[src/rtl/uart_pkg.sv]
// Package: uart_pkg
// Purpose: shared UART definitions used by the transmitter, receiver and the
//          receive-side FIFO.
// Contents:
//   UART_DATA_W  - width of one UART character
//   uart_byte_t  - one UART character
package uart_pkg;

  localparam int UART_DATA_W = 8;

  typedef logic [UART_DATA_W-1:0] uart_byte_t;

endpackage : uart_pkg

[src/rtl/uart_sync_fifo.sv]
// Module: uart_sync_fifo
// Purpose: single-clock show-ahead FIFO with an explicit occupancy counter,
//          so full and empty can never be confused when the pointers meet.
// Ports:
//   i_clk      - system clock, rising edge
//   i_rst      - synchronous active-high reset
//   i_push     - write request; honoured when not full, or full with a pop
//   i_pop      - read request; ignored while empty
//   i_wr_data  - byte to write
//   o_rd_data  - head entry (zero while empty)
//   o_full     - count == DEPTH
//   o_empty    - count == 0
//   o_count    - stored entries, 0..DEPTH
module uart_sync_fifo
  import uart_pkg::*;
#(
  parameter int DATA_W = UART_DATA_W,
  parameter int DEPTH  = 16,
  localparam int ADDR_W = $clog2(DEPTH)
) (
  input  logic              i_clk,
  input  logic              i_rst,
  input  logic              i_push,
  input  logic              i_pop,
  input  logic [DATA_W-1:0] i_wr_data,
  output logic [DATA_W-1:0] o_rd_data,
  output logic              o_full,
  output logic              o_empty,
  output logic [ADDR_W:0]   o_count
);

  localparam logic [ADDR_W:0]   CNT_ONE  = (ADDR_W+1)'(1);
  localparam logic [ADDR_W:0]   CNT_FULL = (ADDR_W+1)'(DEPTH);
  localparam logic [ADDR_W-1:0] PTR_ONE  = ADDR_W'(1);

  logic [DATA_W-1:0] r_mem [DEPTH];
  logic [ADDR_W-1:0] r_wrPtr;
  logic [ADDR_W-1:0] r_rdPtr;
  logic [ADDR_W:0]   r_count;
  logic              w_doPush;
  logic              w_doPop;

  // A pop frees a slot in the same cycle, so a push against a full FIFO is
  // still accepted when it is paired with a pop.
  always_comb begin
    w_doPop  = i_pop & ~o_empty;
    w_doPush = i_push & (~o_full | w_doPop);
  end

  // Storage holds no reset; only the pointers and count decide what is valid.
  always_ff @(posedge i_clk) begin
    if (w_doPush && !i_rst) begin
      r_mem[r_wrPtr] <= i_wr_data;
    end
  end

  // Pointers wrap naturally because DEPTH is a power of two.
  always_ff @(posedge i_clk) begin
    if (i_rst) begin
      r_wrPtr <= '0;
      r_rdPtr <= '0;
      r_count <= '0;
    end else begin
      if (w_doPush) r_wrPtr <= r_wrPtr + PTR_ONE;
      if (w_doPop)  r_rdPtr <= r_rdPtr + PTR_ONE;
      case ({w_doPush, w_doPop})
        2'b10:   r_count <= r_count + CNT_ONE;
        2'b01:   r_count <= r_count - CNT_ONE;
        default: r_count <= r_count;
      endcase
    end
  end

  // Head entry is shown directly from storage; it reads as zero while empty
  // so stale bytes never leak onto the output.
  always_comb begin
    o_empty   = (r_count == '0);
    o_full    = (r_count == CNT_FULL);
    o_count   = r_count;
    o_rd_data = o_empty ? '0 : r_mem[r_rdPtr];
  end

endmodule : uart_sync_fifo

[src/rtl/uart_rx_fifo.sv]
// Module: uart_rx_fifo
// Purpose: receive-side byte buffer behind the UART receiver. Each rising
//          edge of the receiver's done strobe pushes one byte into a
//          show-ahead FIFO; the consumer drains it over valid/ready. Bytes
//          arriving while full (with no simultaneous pop) are dropped and
//          flagged in a sticky overflow bit.
// Configuration macro: UART_RX_FIFO_STATS_EN adds o_drop_cnt, a saturating
//          16-bit dropped-byte counter cleared by i_clr_ovf.
// Ports:
//   i_clk       - system clock, rising edge
//   i_rst       - synchronous active-high reset
//   i_rx_data   - byte from the receiver
//   i_rx_done   - receiver done (level or pulse)
//   o_rd_data   - head-of-queue byte, valid while o_rd_valid
//   o_rd_valid  - FIFO not empty
//   i_rd_ready  - consumer accepts the head byte
//   o_count     - stored bytes, 0..DEPTH
//   o_full      - FIFO full
//   o_overflow  - sticky drop flag
//   i_clr_ovf   - clears o_overflow (and o_drop_cnt)
//   o_drop_cnt  - dropped-byte count (only with UART_RX_FIFO_STATS_EN)
module uart_rx_fifo
  import uart_pkg::*;
#(
  parameter int DATA_W = UART_DATA_W,
  parameter int DEPTH  = 16,
  localparam int ADDR_W = $clog2(DEPTH)
) (
  input  logic              i_clk,
  input  logic              i_rst,
  input  logic [DATA_W-1:0] i_rx_data,
  input  logic              i_rx_done,
  output logic [DATA_W-1:0] o_rd_data,
  output logic              o_rd_valid,
  input  logic              i_rd_ready,
  output logic [ADDR_W:0]   o_count,
  output logic              o_full,
  output logic              o_overflow,
  input  logic              i_clr_ovf
`ifdef UART_RX_FIFO_STATS_EN
  ,output logic [15:0]      o_drop_cnt
`endif
);

  logic r_doneQ;
  logic r_overflow;
  logic w_pushReq;
  logic w_pop;
  logic w_drop;
  logic w_empty;

  // The done register keeps following rx_done even during reset, so a done
  // level that is still high when reset releases is not mistaken for a new
  // byte.
  always_ff @(posedge i_clk) begin
    r_doneQ <= i_rx_done;
  end

  // One push per rising edge of done; a drop is a push the FIFO cannot take
  // because it is full and nothing is leaving in the same cycle.
  always_comb begin
    w_pushReq = i_rx_done & ~r_doneQ;
    w_pop     = o_rd_valid & i_rd_ready;
    w_drop    = w_pushReq & o_full & ~w_pop;
  end

  uart_sync_fifo #(
    .DATA_W (DATA_W),
    .DEPTH  (DEPTH)
  ) u_fifo (
    .i_clk     (i_clk),
    .i_rst     (i_rst),
    .i_push    (w_pushReq),
    .i_pop     (w_pop),
    .i_wr_data (i_rx_data),
    .o_rd_data (o_rd_data),
    .o_full    (o_full),
    .o_empty   (w_empty),
    .o_count   (o_count)
  );

  assign o_rd_valid = ~w_empty;

  // Sticky overflow; a new drop takes priority over a clear in the same cycle.
  always_ff @(posedge i_clk) begin
    if (i_rst) begin
      r_overflow <= 1'b0;
    end else if (w_drop) begin
      r_overflow <= 1'b1;
    end else if (i_clr_ovf) begin
      r_overflow <= 1'b0;
    end
  end

  assign o_overflow = r_overflow;

`ifdef UART_RX_FIFO_STATS_EN
  logic [15:0] r_dropCnt;

  // Saturating drop counter; a clear coinciding with a drop restarts at one.
  always_ff @(posedge i_clk) begin
    if (i_rst) begin
      r_dropCnt <= '0;
    end else if (i_clr_ovf) begin
      r_dropCnt <= w_drop ? 16'd1 : 16'd0;
    end else if (w_drop && (r_dropCnt != 16'hFFFF)) begin
      r_dropCnt <= r_dropCnt + 16'd1;
    end
  end

  assign o_drop_cnt = r_dropCnt;
`endif

endmodule : uart_rx_fifo

[config.mk]
export PLATFORM = sky130hd
export DESIGN_NAME = uart_rx_fifo
export DESIGN_NICKNAME = d
export VERILOG_FILES = /design/src/rtl/uart_pkg.sv /design/src/rtl/uart_sync_fifo.sv /design/src/rtl/uart_rx_fifo.sv
export SDC_FILE = /design/constraint.sdc
export NUM_CORES = 1
export LEC_CHECK = 0
export CELL_PAD_IN_SITES_DETAIL_PLACEMENT = 0
export CELL_PAD_IN_SITES_GLOBAL_PLACEMENT = 2
export CORE_MARGIN = 5
export CORE_UTILIZATION = 43
export DETAILED_ROUTE_END_ITERATION = 10
export DONT_BUFFER_PORTS = 1
export HOLD_SLACK_MARGIN = 0.15
export PLACE_DENSITY = 0.82
export SLEW_MARGIN = 40
export SYNTH_ARGS = -nofsm -noshare
export SYNTH_HDL_FRONTEND = slang
export SYNTH_HIERARCHICAL = 1
export SYNTH_SLANG_ARGS = --single-unit
[constraint.sdc]
create_clock -name i_clk -period 3.21 [get_ports i_clk]
set_input_delay 0.321 -clock i_clk [delete_from_list [all_inputs] [get_ports i_clk]]
set_output_delay 0.321 -clock i_clk [all_outputs]
set_load 0.02 [all_outputs]
Word level (Yosys, flattened, before mapping)
Memories as Yosys holds them, arrays and structs flattened. A register that Yosys moved wholly into a read port is not among the register bits.
Index checks and enable logic that the tools add are counted.
{ "op_classes": {"n_addsub": 4, "n_eq_ne": 3, "n_mux": 8, "bitwise_logic": 11, "n_reduce_logical": 5} }
{ "ops": {"columns": ["operator", "n"], "rows": [
  ["one-hot mux 5 bit (2 select lines)", 1],
  ["adder 4 x 1 -> 4 bit, second input constant", 2],
  ["2-to-1 mux 4 bit", 2],
  ["2-to-1 mux 8 bit", 1],
  ["bitwise AND 1 bit", 6],
  ["adder 5 x 1 -> 5 bit, second input constant", 1],
  ["equality test 5 bit, second input constant", 1],
  ["zero test 5 bit", 1],
  ["subtractor 5 x 1 -> 5 bit, second input constant", 1],
  ["2-to-1 mux 1 bit", 4],
  ["inverter 1 bit", 4],
  ["nonzero test 2 bit", 2],
  ["equality test 2 x 1 -> 1 bit, second input constant", 1],
  ["equality test 2 bit, second input constant", 1],
  ["logical AND 1 bit", 1],
  ["zero test 1 bit", 1],
  ["OR 1 bit", 1]
]} }
{ "totals": {"reg_bits": 15, "ram_bits": 128, "in_bits": 13, "wordCells": 37, "n_memories": 1} }
{ "mem_list": {"columns": ["memory", "depth", "word_bits", "read_ports", "rd_clocked_by_memory_dff", "write_ports", "line", "text"], "rows": [
  ["u_fifo.r_mem", 16, 8, 1, 1, 1, "uart_sync_fifo.sv:36", "logic [DATA_W-1:0] r_mem [DEPTH];"]
]} }

Depth between registers and ports, before layout
Gate-level depths: netlist (run 1).
{ "depth": {"depth_word": 9, "mapped_depth": 13, "ltp_nobuf": 11} }

Modules after synthesis
The synthesis (run 1) kept the hierarchy.
{ "by_module_without_submodules": {"columns": ["mod", "n_inst", "cells_each", "area_per_inst_um2", "seq_area_each_um2"], "rows": [
  ["uart_sync_fifo", 1, 336, 5924.4, 4184.0],
  ["uart_rx_fifo", 1, 8, 90.1, 40.0]
]} }

Worst setup path before layout (run 1)
No wires, ideal clock.
{ "synth_timing": {"path_type": "register to register", "from": "register u_fifo.r_count[0] (netlist: u_fifo/o_count[0])", "to": "register u_fifo.r_count[4] (netlist: u_fifo/o_count[4])", "setup_time_ns": 0.134, "t_arrival_ns": 3.276, "t_required_ns": 3.076, "slack_ns": -0.200, "stages_incl_launch_ff": 14, "synth_period_minus_slack_ns": 3.410, "path_cell_list": "dfxtp_1 or4_1 buf_6 nor2_1 nor2b_2 clkbuf_1 nor2b_1 o21ai_4 inv_2 ha_1 nand2b_1 o2bb2ai_1 and3_1 or4_1"} }
{ "synth_between": {"elab_chain_cells": 8, "elab_cells_between_ends": 14, "classes_between": "2 x add/sub; 3 x eq/ne; 1 x mux; 6 x bitwise; 2 x reduce/logical"} }
{ "synth_rtl": {"columns": ["element", "line", "text"], "rows": [
  ["start: declaration", "uart_sync_fifo.sv:39", "logic [ADDR_W:0] r_count;"],
  ["start signal: assignment", "uart_sync_fifo.sv:67", "2'b10: r_count <= r_count + CNT_ONE;"],
  ["start signal: assignment", "uart_sync_fifo.sv:68", "2'b01: r_count <= r_count - CNT_ONE;"],
  ["start signal: assignment", "uart_sync_fifo.sv:69", "default: r_count <= r_count;"],
  ["zero test 5 bit (*)", "uart_sync_fifo.sv:77", "o_empty = (r_count == '0);"],
  ["net w_empty", "uart_rx_fifo.sv:50", "logic w_empty;"],
  ["inverter 1 bit (*)", "uart_rx_fifo.sv:82", "assign o_rd_valid = ~w_empty;"],
  ["bitwise AND 1 bit (*)", "uart_rx_fifo.sv:63", "w_pop = o_rd_valid & i_rd_ready;"],
  ["net w_pop", "uart_rx_fifo.sv:48", "logic w_pop;"],
  ["bitwise AND 1 bit (*)", "uart_sync_fifo.sv:46", "w_doPop = i_pop & ~o_empty;"],
  ["OR 1 bit", "uart_sync_fifo.sv:47", "w_doPush = i_push & (~o_full | w_doPop);"],
  ["bitwise AND 1 bit", "uart_sync_fifo.sv:47", null],
  ["equality test 2 x 1 -> 1 bit or equality test 2 bit (tied branches)", "uart_sync_fifo.sv:66", "case ({w_doPush, w_doPop})"],
  ["one-hot mux 5 bit (2 select lines) or nonzero test 2 bit (tied branches)", null, null]
]} }
The timed path passes the listed nets; every way through them passes the cells marked *.
A chain may end at the register's enable or synchronous reset.

Worst setup path in the final report (run 1)
Same ends and word-level chain as after synthesis.

==> out/results.ini, run 1 <==
[setup_path]
cp.required_ns = 3.50
cp-start-kind = flop
slowest_stage = or4_1
crit_type = flop to flop
critPathMaxFanout = 9
max_stage_delay_ns = 0.60
path_cells = or4_1, nor2_4, nor2b_2, nor2b_1, o21ai_4, inv_2, ha_1, o2bb2ai_1, a2111oi_0, or4_1
worst_setup_path_end_kind = flop
cp-startpoint = u_fifo/o_count[0]$_SDFFE_PP0P_
r2r_start = u_fifo/o_count[0]$_SDFFE_PP0P_
crit_top_cell = or4_1
cp.arrival_ns = 3.15

[cts]
cts_num_sinks = 147
clk_pin_slew_worst_paths_ns = 0.06
clk-insertion-delay-late_ns = 0.42
cts_tree = yes
cts_buffer_depth = 2
h-tree-depth = 4
cts_root_buffer = clkbuf_16
cts_made_buffers = 17
cts_resized = 0

[yosys]
async_reset_ff_frac = 0
synth_edf_count = 128
netlist.area_leader.share = 0.639
synth_flop_cell = edfxtp_1
synthesis.nets = 366
synth_area_um2 = 6010
synth-seq-cells = 147
synth_area_leaders = edfxtp_1, mux4_2, dfxtp_1, a211oi_1, mux2i_1
syn_inst = 344
ys_types = 44
syn_area_per_cell_um2 = 17.5
yosys.area.top_type = edfxtp_1
ys_seq_area_frac = 0.702
yosys_warnings = 6

[global_routing]
antenna_found_initial = 0
grt_pass1_wl_um = 18600
gr-total-overflow = 0
grt_start_max_net_pins = 33
first_global_vias = 3280
grt_use_total = 0.156

[detailed_routing]
vias = 3171
wire_per_inst_um = 21.1
drt_pass1_iterations = 5
vias_per_cell = 5.56
drc_errors = 0
antenna_left = 0
drt-initial-drc-count = 237
routed_wl_um = 12000

[timing]
max-slew-margin-rel = 0.447
max_freq_ghz = 0.349
skew_ns = 0.0125
hold_viol = 0
final-setup-viol-count = 0
whs_ns = 0.275
rsz0062_at_grt = no
drv_slew = 0
fin_crit_sh = 0.892
tns_ns = 0
fin_crit_ns = 2.86
max_slew.worst_pin.slew_ns = 0.826

[placement]
routabilityCongestion = 0.776
dpl-instance-area_um2 = 6330
numPortBuffers = 0
dpl.hpwl_um = 7650

[pwr]
ir_drop_uv = 588
leakagePower_nw = 2.27
power_density_nw_per_um2 = 768

[floorplan]
ios = 29
design.die.area_um2 = 16500
initial_utilization = 0.437
die_y_um = 128
core_area_um2 = 13800
die_w_um = 128
num_rows = 43

[cells_and_area]
area_growth_syn_to_layout_pct = 17.5
finish.net_count = 400
drive_gt1_frac = 0.246
antenna_cells = 0
final_area_um2 = 7060

[run_status]
status = completed

[hold_path]
min_from = i_rst
hold_class = input port to flop

[run]
drv_cap = 0

## final timing paths
kind | to | slack (ns) | cells past startpoint
min reg2reg | u_fifo/r_rdPtr[2]$_SDFFE_PP0N_ | 0.56 | 2
max | u_fifo/o_count[4]$_SDFFE_PP0P_ | 0.35 | 10
max reg2reg | u_fifo/o_count[4]$_SDFFE_PP0P_ | 0.35 | 10
min | u_fifo/o_count[4]$_SDFFE_PP0P_ | 0.27 | 2
## cell families (layout without fill, tap and decap cells)
family / count (synthesis) / count (layout) / synth area share
AO/OA/AOI/OAI: 37 / 37 / 0.0470
XOR/XNOR: 6 / 6 / 0.00874
flip-flops: 147 / 147 / 0.702
adder cells (fa/ha/maj): 9 / 9 / 0.0200
buffers and inverters: 29 / 75 / 0.0212
AND/OR/NAND/NOR: 71 / 71 / 0.0591
multiplexers: 45 / 45 / 0.142
## cells in the final DEF (no fill, tap or decap), drive strengths merged, types with 5 or more instances in the layout
cell / instances
nand2: 5
nor2b: 14
mux4: 32
dfxtp: 19
o21ai: 5
mux2i: 12
dlygate4sd3: 11
edfxtp: 128
nor2: 31
clkinv: 6
a211oi: 17
nand3: 5
buf: 23
ha: 8
clkbuf: 18
inv: 10
## area by class of cell
cell class | instances | area [um2]
Inverter | 10 | 37.5
Clock buffer | 18 | 429
Tap cell | 180 | 225
Sequential cell | 147 | 4230
Fill cell | 1126 | 6710
Timing Repair Buffer | 34 | 283
Multi-Input combinational cell | 168 | 1680
Clock inverter | 13 | 186
## stage by stage
step | instances | util | total power, mW | setup slack [ns]
after floorplan | 344 | - | 3.03 | 0.0443
after global placement | 528 | 0.460 | 3.38 | 0.487
after detailed placement | 528 | 0.460 | 3.40 | 0.390
after CTS | 570 | 0.512 | 5.47 | 0.312
after global routing | 570 | 0.513 | 5.66 | 0.180
final | 570 | 0.513 | 5.42 | 0.346
## registers in the layout (all words and copies together) (netlist names), named ones only
| register | cells |
|---|---|
| u_fifo/r_wrPtr | 4 |
| o_overflow | 1 |
| u_fifo/r_mem | 128 |
| u_fifo/r_rdPtr | 4 |
| u_fifo/o_count | 5 |
| r_doneQ | 1 |
## report_power, final
group / switching, mW / total [mW] / leakage [nW] / internal [mW]
sequential: 0.0337 / 2.16 / 1.31 / 2.12
combinational: 0.727 / 1.23 / 0.671 / 0.504
clock: 0.739 / 2.03 / 0.290 / 1.29
total: 1.50 / 5.42 / 2.27 / 3.92
## layer usage
layer / global-route usage / share of wire
met2: 0.245 / 0.49
met1: 0.203 / 0.43
met4: 0.0749 / 0.025
met5: 0 / 0
met3: 0.0421 / 0.062
## repair_timing
item | in CTS | in global routing
setup buffers | 0 | 0
endpoints found under the hold margin | 144 | 0
hold buffers | 11 | 0
## synth_stat cells (all sizes together), types with 2 or more instances
master / count
xor2: 3
nor3: 3
buf: 9
nand2: 5
a21oi: 4
nor2b: 14
or4: 2
o21a: 3
o21ai: 5
ha: 8
inv: 10
nand4: 3
nand3: 5
nor2: 31
clkbuf: 10
mux4: 32
edfxtp: 128
mux2i: 12
a211oi: 17
dfxtp: 19
o211ai: 2
xnor2: 3
nand2b: 2
## critical path: cells and delay by family (launching register included)
kind,cells,cell delay [ns]
and+or+nand+nor,5,1.47
AOI/OAI and AO/OA,3,0.52
adders and majority gates,1,0.33
DFF,1,0.31
buffers and inverters,1,0.11
Power figures use the tool's default switching activity.
==> run 2: changes to the inputs <==
Settings changed: SKIP_CTS_REPAIR_TIMING set to 1.
==> run 2 against run 1 <==
  * Sequential share of layout area stayed put
  * Clock skew is 0.0016 ns lower
  * Wire length hardly changed
  * Largest cell class unchanged
  * Sequential power hardly changed
==> out/results.ini, run 2 (same netlist as run 1, synthesis figures left out) <==
[detailed_routing]
drc_errors = 0  ; unchanged
vias_per_cell = 5.57  ; +0.16%
routed_wl_um = 12000  ; about the same
antenna_left = 0  ; unchanged
drt-initial-drc-count = 217  ; -8.4%
wire_per_inst_um = 21.1  ; about the same
drt_pass1_iterations = 4  ; -1
vias = 3176  ; +0.16%

[cells_and_area]
largest_reg_flops = 128  ; unchanged
fillers = 1120  ; -0.53%
regMostFlops = u_fifo/r_mem
drive_gt1_frac = 0.246  ; unchanged
final_common_cell = edfxtp_1
post_layout_nonfiller_instances = 570  ; unchanged
layout_common_cells = edfxtp_1, mux4_2, nor2_1, buf_4, dfxtp_1
antenna_cells = 0  ; unchanged
final_area_um2 = 7060  ; unchanged
area_growth_syn_to_layout_pct = 17.5  ; unchanged
finish.net_count = 400  ; unchanged
final_core_util = 0.513  ; unchanged

[setup_path]
slowest_stage = or4_1
cp-start-kind = flop
worst_setup_path_end_kind = flop
max_stage_delay_ns = 0.60  ; about the same
cp.arrival_ns = 3.14  ; about the same
worst-r2r-setup-slack_ns = 0.36  ; about the same
crit_type = flop to flop
cp-startpoint = u_fifo/o_count[0]$_SDFFE_PP0P_
crit_buf_inv = 1  ; unchanged
critPathMaxFanout = 9  ; unchanged
worstReg2RegEnd = u_fifo/o_count[4]$_SDFFE_PP0P_
r2r_start = u_fifo/o_count[0]$_SDFFE_PP0P_
crit_family = simple AND/OR/NAND/NOR gates
path_cells = or4_1, nor2_4, nor2b_2, nor2b_1, o21ai_4, inv_2, ha_1, o2bb2ai_1, a2111oi_0, or4_1
cp.required_ns = 3.50  ; about the same
r2r.worst_path.cells = 10  ; unchanged
crit_top_cell = or4_1

[placement]
dpl-instance-area_um2 = 6330  ; unchanged
routabilityCongestion = 0.776  ; unchanged
place_worst_setup_slack_ns = 0.390  ; unchanged
numPortBuffers = 0  ; unchanged
dpl.hpwl_um = 7650  ; unchanged
placedCellCount = 528  ; unchanged

[hold_path]
min_delay_path_depth = 2  ; unchanged
min_from = i_rst
hold_class = input port to flop
hold_end = u_fifo/o_count[1]$_SDFFE_PP0P_

[global_routing]
antenna_found_initial = 0  ; unchanged
grt_pass1_wl_um = 18200  ; -2.1%
first_global_vias = 3230  ; -1.5%
grt_use_total = 0.153  ; -0.00287
gr-total-overflow = 0  ; unchanged
grt_start_max_net_pins = 33  ; unchanged

[floorplan]
ios = 29  ; unchanged
die_y_um = 128  ; unchanged
design.die.area_um2 = 16500  ; unchanged
die_w_um = 128  ; unchanged
core_area_um2 = 13800  ; unchanged
initial_utilization = 0.437  ; unchanged
num_rows = 43  ; unchanged

[timing]
rsz0062_at_grt = no
hold_viol = 0  ; unchanged
fin_crit_sh = 0.888  ; -0.00395
finalWorstSetupSlack_ns = 0.358  ; +0.0127 ns
max-slew-margin-rel = 0.462  ; +0.0149
max_freq_ghz = 0.351  ; +0.44%
final-setup-viol-count = 0  ; unchanged
drv_slew = 0  ; unchanged
skew_ns = 0.0109  ; -0.00159 ns
max_slew.worst_pin.slew_ns = 0.804  ; -0.0223 ns
tns_ns = 0  ; unchanged
fin_crit_ns = 2.85  ; -0.0127 ns
whs_ns = 0.172  ; -0.103 ns

[cts]
clk_pin_slew_worst_paths_ns = 0.06  ; about the same
cts_num_sinks = 147  ; unchanged
h-tree-depth = 4  ; unchanged
cts_root_buffer = clkbuf_16
cts_buffer_depth = 2  ; unchanged
clk-insertion-delay-late_ns = 0.42  ; about the same
cts_made_buffers = 17  ; unchanged
cts_tree = yes

[pwr]
power_density_nw_per_um2 = 768  ; about the same
finalPower_mw = 5.42  ; about the same
ir_drop_uv = 592  ; +0.70%
leakagePower_nw = 2.27  ; unchanged

[run]
drv_cap = 0  ; unchanged

[run_status]
status = completed

==> run 2: cell type report <==
type	count	area, um2	share of cell area
sequential	147	4230	0.598
clock inverter	13	186	0.0264
timing repair buffer	34	283	0.0400
tap	180	225	0.0319
multi-input combinational	168	1680	0.238
clock buffer	18	429	0.0608
inverter	10	37.5	0.00531
==> run 2: layer usage <==
metal,GRT usage,share of wire,routed length (um)
met3,0.0458,0.064,772
met2,0.240,0.48,5740
met5,0,0,0
met1,0.196,0.43,5170
met4,0.0749,0.027,329
==> run 2: report_power, final <==
part,switching (mW),internal [mW]
clock,0.739,1.29
combinational,0.729,0.504
sequential,0.0338,2.12
==> run 2: worst max-delay path by stage <==
stage	endpoint	slack [ns]	depth (start not counted)
after floorplan	u_fifo/o_count[4]$_SDFFE_PP0P_	0.04	13
after global placement	u_fifo/o_count[4]$_SDFFE_PP0P_	0.49	11
after detailed placement	u_fifo/o_count[4]$_SDFFE_PP0P_	0.39	10
after CTS	o_rd_data[6]	0.31	6
after global routing	u_fifo/o_count[4]$_SDFFE_PP0P_	0.18	11
final	u_fifo/o_count[4]$_SDFFE_PP0P_	0.36	10
==> run 2: worst register-to-register path, delay by kind of cell, from the launching register on <==
kind | cells | cell delay (ns)
and+or+nand+nor | 5 | 1.47
adders and majority gates | 1 | 0.33
AOI/OAI and AO/OA | 3 | 0.51
buffers and inverters | 1 | 0.11
DFF | 1 | 0.31
==> run 3: changes to the inputs <==
Settings changed: ABC_AREA set to 1, CAP_MARGIN set to 0, CORE_UTILIZATION 43 to 38, PLACE_DENSITY 0.82 to 0.81.
==> run 3 against run 2 <==
  * Hold slack better by 0.062 ns
  * Register-to-register slack gained 0.34 ns
  * Sequential share of layout area fell by 1.2 points
  * Worst setup slack improved by 0.030 ns
  * Sequential power up 5%
  * Sequential cell count is the same
  * Cell count increased by 44%
  * Count of clock-buffer cells in the layout shrank 1
  * Cell area rose by 2.1%
  * Power increased by 14%
  * Critical path type is now flop to primary output
  * Highest routed layer unchanged
==> out/results.ini, run 3 <==
[yosys]
synth_flop_cell = edfxtp_1
yosysMostFrequentCell = nand2_1
synth_edf_count = 128  ; unchanged
synth_top_family_by_area = simple AND/OR/NAND/NOR gates
async_reset_ff_frac = 0  ; unchanged
synthesis.nets = 587  ; +60%
synth_area_um2 = 6220  ; +3.5%
ys_types = 30  ; -32%
syn_area_per_cell_um2 = 11.0  ; -37%
synth_mux_area_frac = 0  ; -0.142
ys_seq_area_frac = 0.679  ; -0.0234
yosys_warnings = 6  ; unchanged
synthSimpleGateAreaFrac = 0.233  ; +0.174
yosys.area_share.xor_xnor = 0.00422  ; -0.00451
synth-seq-cells = 147  ; unchanged
yosys-top-cells-count = nand2_1, edfxtp_1, nand3_1, nor2_1, inv_1
netlist.area_leader.share = 0.618  ; -0.0213
synth_area_leaders = edfxtp_1, nand2_1, nand3_1, dfxtp_1, nor2_1
syn_inst = 565  ; +64%
synth-adder-area-share = 0.0193  ; -0.000667
yosys.area.top_type = edfxtp_1
synth_compound_area_frac = 0.0237  ; -0.0233

[setup_path]
path_cells = buf_4, nand2_1, nand3_1, nand3_1, nand2_1, nand2_1, a21oi_1
critPathMaxFanout = 64  ; +55
crit_type = flop to primary output
crit_family = compound AO/OA/AOI/OAI gates
max_stage_delay_ns = 0.58  ; -0.02 ns
worst_setup_path_end_kind = primary output
slowest_stage = a21oi_1
cp.required_ns = 2.89  ; -0.61 ns
cp.arrival_ns = 2.50  ; -0.64 ns
crit_buf_inv = 1  ; unchanged
crit_top_cell = nand2_1
cp-start-kind = flop

[cells_and_area]
final_common_cell = nand2_1
layout_common_cells = nand2_1, edfxtp_1, nand3_1, nor2_1, buf_4
drive_gt1_frac = 0.119  ; -0.127
area_growth_syn_to_layout_pct = 15.9
multi_input_area_um2 = 1740  ; +3.8%
seq_area_um2 = 4230  ; unchanged
finish.net_count = 613  ; +53%
largest_reg_flops = 128  ; unchanged
regMostFlops = u_fifo/r_mem
fillers = 1530  ; +37%

[detailed_routing]
drt_pass1_iterations = 5  ; +1
vias_per_cell = 4.96  ; -11%
vias = 4076  ; +28%
wire_per_inst_um = 16.9  ; -20%
routed_wl_um = 13900  ; +16%
drt-initial-drc-count = 262  ; +21%
antenna_left = 0  ; unchanged
drc_errors = 0  ; unchanged

[placement]
routabilityCongestion = 0.788  ; +1.5%
numPortBuffers = 0  ; unchanged
dpl.hpwl_um = 8800  ; +15%
place_worst_setup_slack_ns = 0.707  ; +0.317 ns

[pwr]
p_seq_frac = 0.364  ; -0.034
ir_drop_uv = 480  ; -19%
p_int_mw = 3.96  ; +0.95%
p_clk_frac = 0.323  ; -0.052
power_density_nw_per_um2 = 861  ; +12%
leakagePower_nw = 2.66  ; +17%
combPwrFrac = 0.313  ; +0.086
p_sw_frac = 0.362  ; +0.0856
p_switching_mw = 2.25  ; +50%

[cts]
cts_root_buffer = clkbuf_16
cts_tree = yes
cts_buffer_depth = 2  ; unchanged
cts_num_sinks = 147  ; unchanged
cts_made_buffers = 17  ; unchanged
clk-insertion-delay-late_ns = 0.43  ; about the same
h-tree-depth = 4  ; unchanged
clk_pin_slew_worst_paths_ns = 0.06  ; about the same

[global_routing]
first_global_vias = 3969  ; +23%
grt_use_total = 0.158  ; +0.00436
globalRoute.busiestLayer = met2
gr-total-overflow = 0  ; unchanged
grt_pass1_wl_um = 22200  ; +22%
grt_start_max_net_pins = 65  ; +97%
antenna_found_initial = 1  ; +1
grt_use_met3 = 0.0366  ; -0.00919
met1_usage = 0.203  ; +0.00765
gr-usage-met2 = 0.257  ; +0.0168

[timing]
max_slew.worst_pin.slew_ns = 0.743  ; -0.0613 ns
max_freq_ghz = 0.354  ; +1.0%
tns_ns = 0  ; unchanged
hold_viol = 0  ; unchanged
finalWorstSetupSlack_ns = 0.388  ; +0.0296 ns
fin_crit_ns = 2.82  ; -0.0296 ns
drv_slew = 0  ; unchanged
fin_crit_sh = 0.879  ; -0.00921
skew_ns = 0.00944  ; -0.00150 ns
max-slew-margin-rel = 0.503  ; +0.0410
final-setup-viol-count = 0  ; unchanged
rsz0062_at_grt = no

[floorplan]
die_w_um = 138  ; +7.6%
initial_utilization = 0.389  ; -0.0478
core_area_um2 = 16000  ; +16%
design.die.area_um2 = 19000  ; +16%
num_rows = 46  ; +7.0%
ios = 29  ; unchanged
die_y_um = 138  ; +7.6%

[run_status]
status = completed

[hold_path]
hold_class = input port to flop

[run]
drv_cap = 0  ; unchanged

-- run 3: changes by cell type after synthesis, moves of 8 or more --
| cell | before | now |
|---|---|---|
| mux2i_1 | 12 | 0 |
| a21oi_1 | 4 | 17 |
| inv_1 | 9 | 20 |
| mux4_2 | 32 | 0 |
| nor2b_1 | 13 | 0 |
| nand2_1 | 5 | 176 |
| buf_2 | 6 | 14 |
| a211oi_1 | 17 | 0 |
| nand3_1 | 5 | 106 |
-- run 3: per-stage QoR --
stage | utilization | area [um2] | total power, mW | hold WS, ns | instances
after floorplan | - | 6220 | 3.76 | 0.349 | 565
after global placement | 0.406 | 6490 | 4.22 | 0.349 | 777
after detailed placement | 0.406 | 6490 | 4.24 | 0.349 | 777
after CTS | 0.444 | 7100 | 6.26 | -0.101 | 809
after global routing | 0.451 | 7210 | 6.61 | 0.271 | 821
final | 0.451 | 7210 | 6.21 | 0.234 | 821
-- run 3: final timing paths --
| path | slack [ns] | end | cells past startpoint | startpoint |
|---|---|---|---|---|
| hold / removal | 0.23 | u_fifo/r_wrPtr[0]$_SDFFE_PP0N_ | 4 | i_rx_done |
| hold reg to reg | 0.50 | u_fifo/r_wrPtr[3]$_SDFFE_PP0N_ | 2 | u_fifo/r_wrPtr[3]$_SDFFE_PP0N_ |
| setup reg to reg | 0.70 | u_fifo/o_count[4]$_SDFFE_PP0P_ | 17 | u_fifo/o_count[0]$_SDFFE_PP0P_ |
| setup / recovery | 0.39 | o_rd_data[6] | 7 | flop |
-- run 3: cell type report --
class,instances,share of cell area
inverters,25,0.0134
multi-input cells,368,0.241
diodes,1,0.000347
clock inverters,15,0.0253
well taps,216,0.0375
clock buffers,17,0.0590
flip-flops and latches,147,0.586
repair buffers,32,0.0371
-- run 3: cells by family after synthesis --
| group | after synthesis |
|---|---|
| AO/OA/AOI/OAI | 28 |
| XOR/XNOR | 3 |
| adder cells (fa/ha/maj) | 9 |
| buffers and inverters | 50 |
| flip-flops | 147 |
| AND/OR/NAND/NOR | 328 |
-- run 3: power groups by stage --
stage               sequential, mW  combinational [mW]  clock (mW)
global placement              2.30                1.92           0
CTS                           2.26                1.95        2.05
floorplan                     2.28                1.48           0
finish                        2.26                1.94        2.01
global route                  2.27                2.21        2.13
detailed placement            2.30                1.94           0
-- run 3: worst min-delay path, delay by kind of cell --
family          cells  cell delay [ns]
compound gates      2             0.16
buf+inv             1             0.07
simple gates        1             0.05
-- run 3: per-layer routing --
layer | share of wire | vias to the layer above
met5 | 0 | -
met1 | 0.43 | 1962
li1 | - | 1997
met3 | 0.059 | 21
met2 | 0.49 | 96
met4 | 0.023 | 0
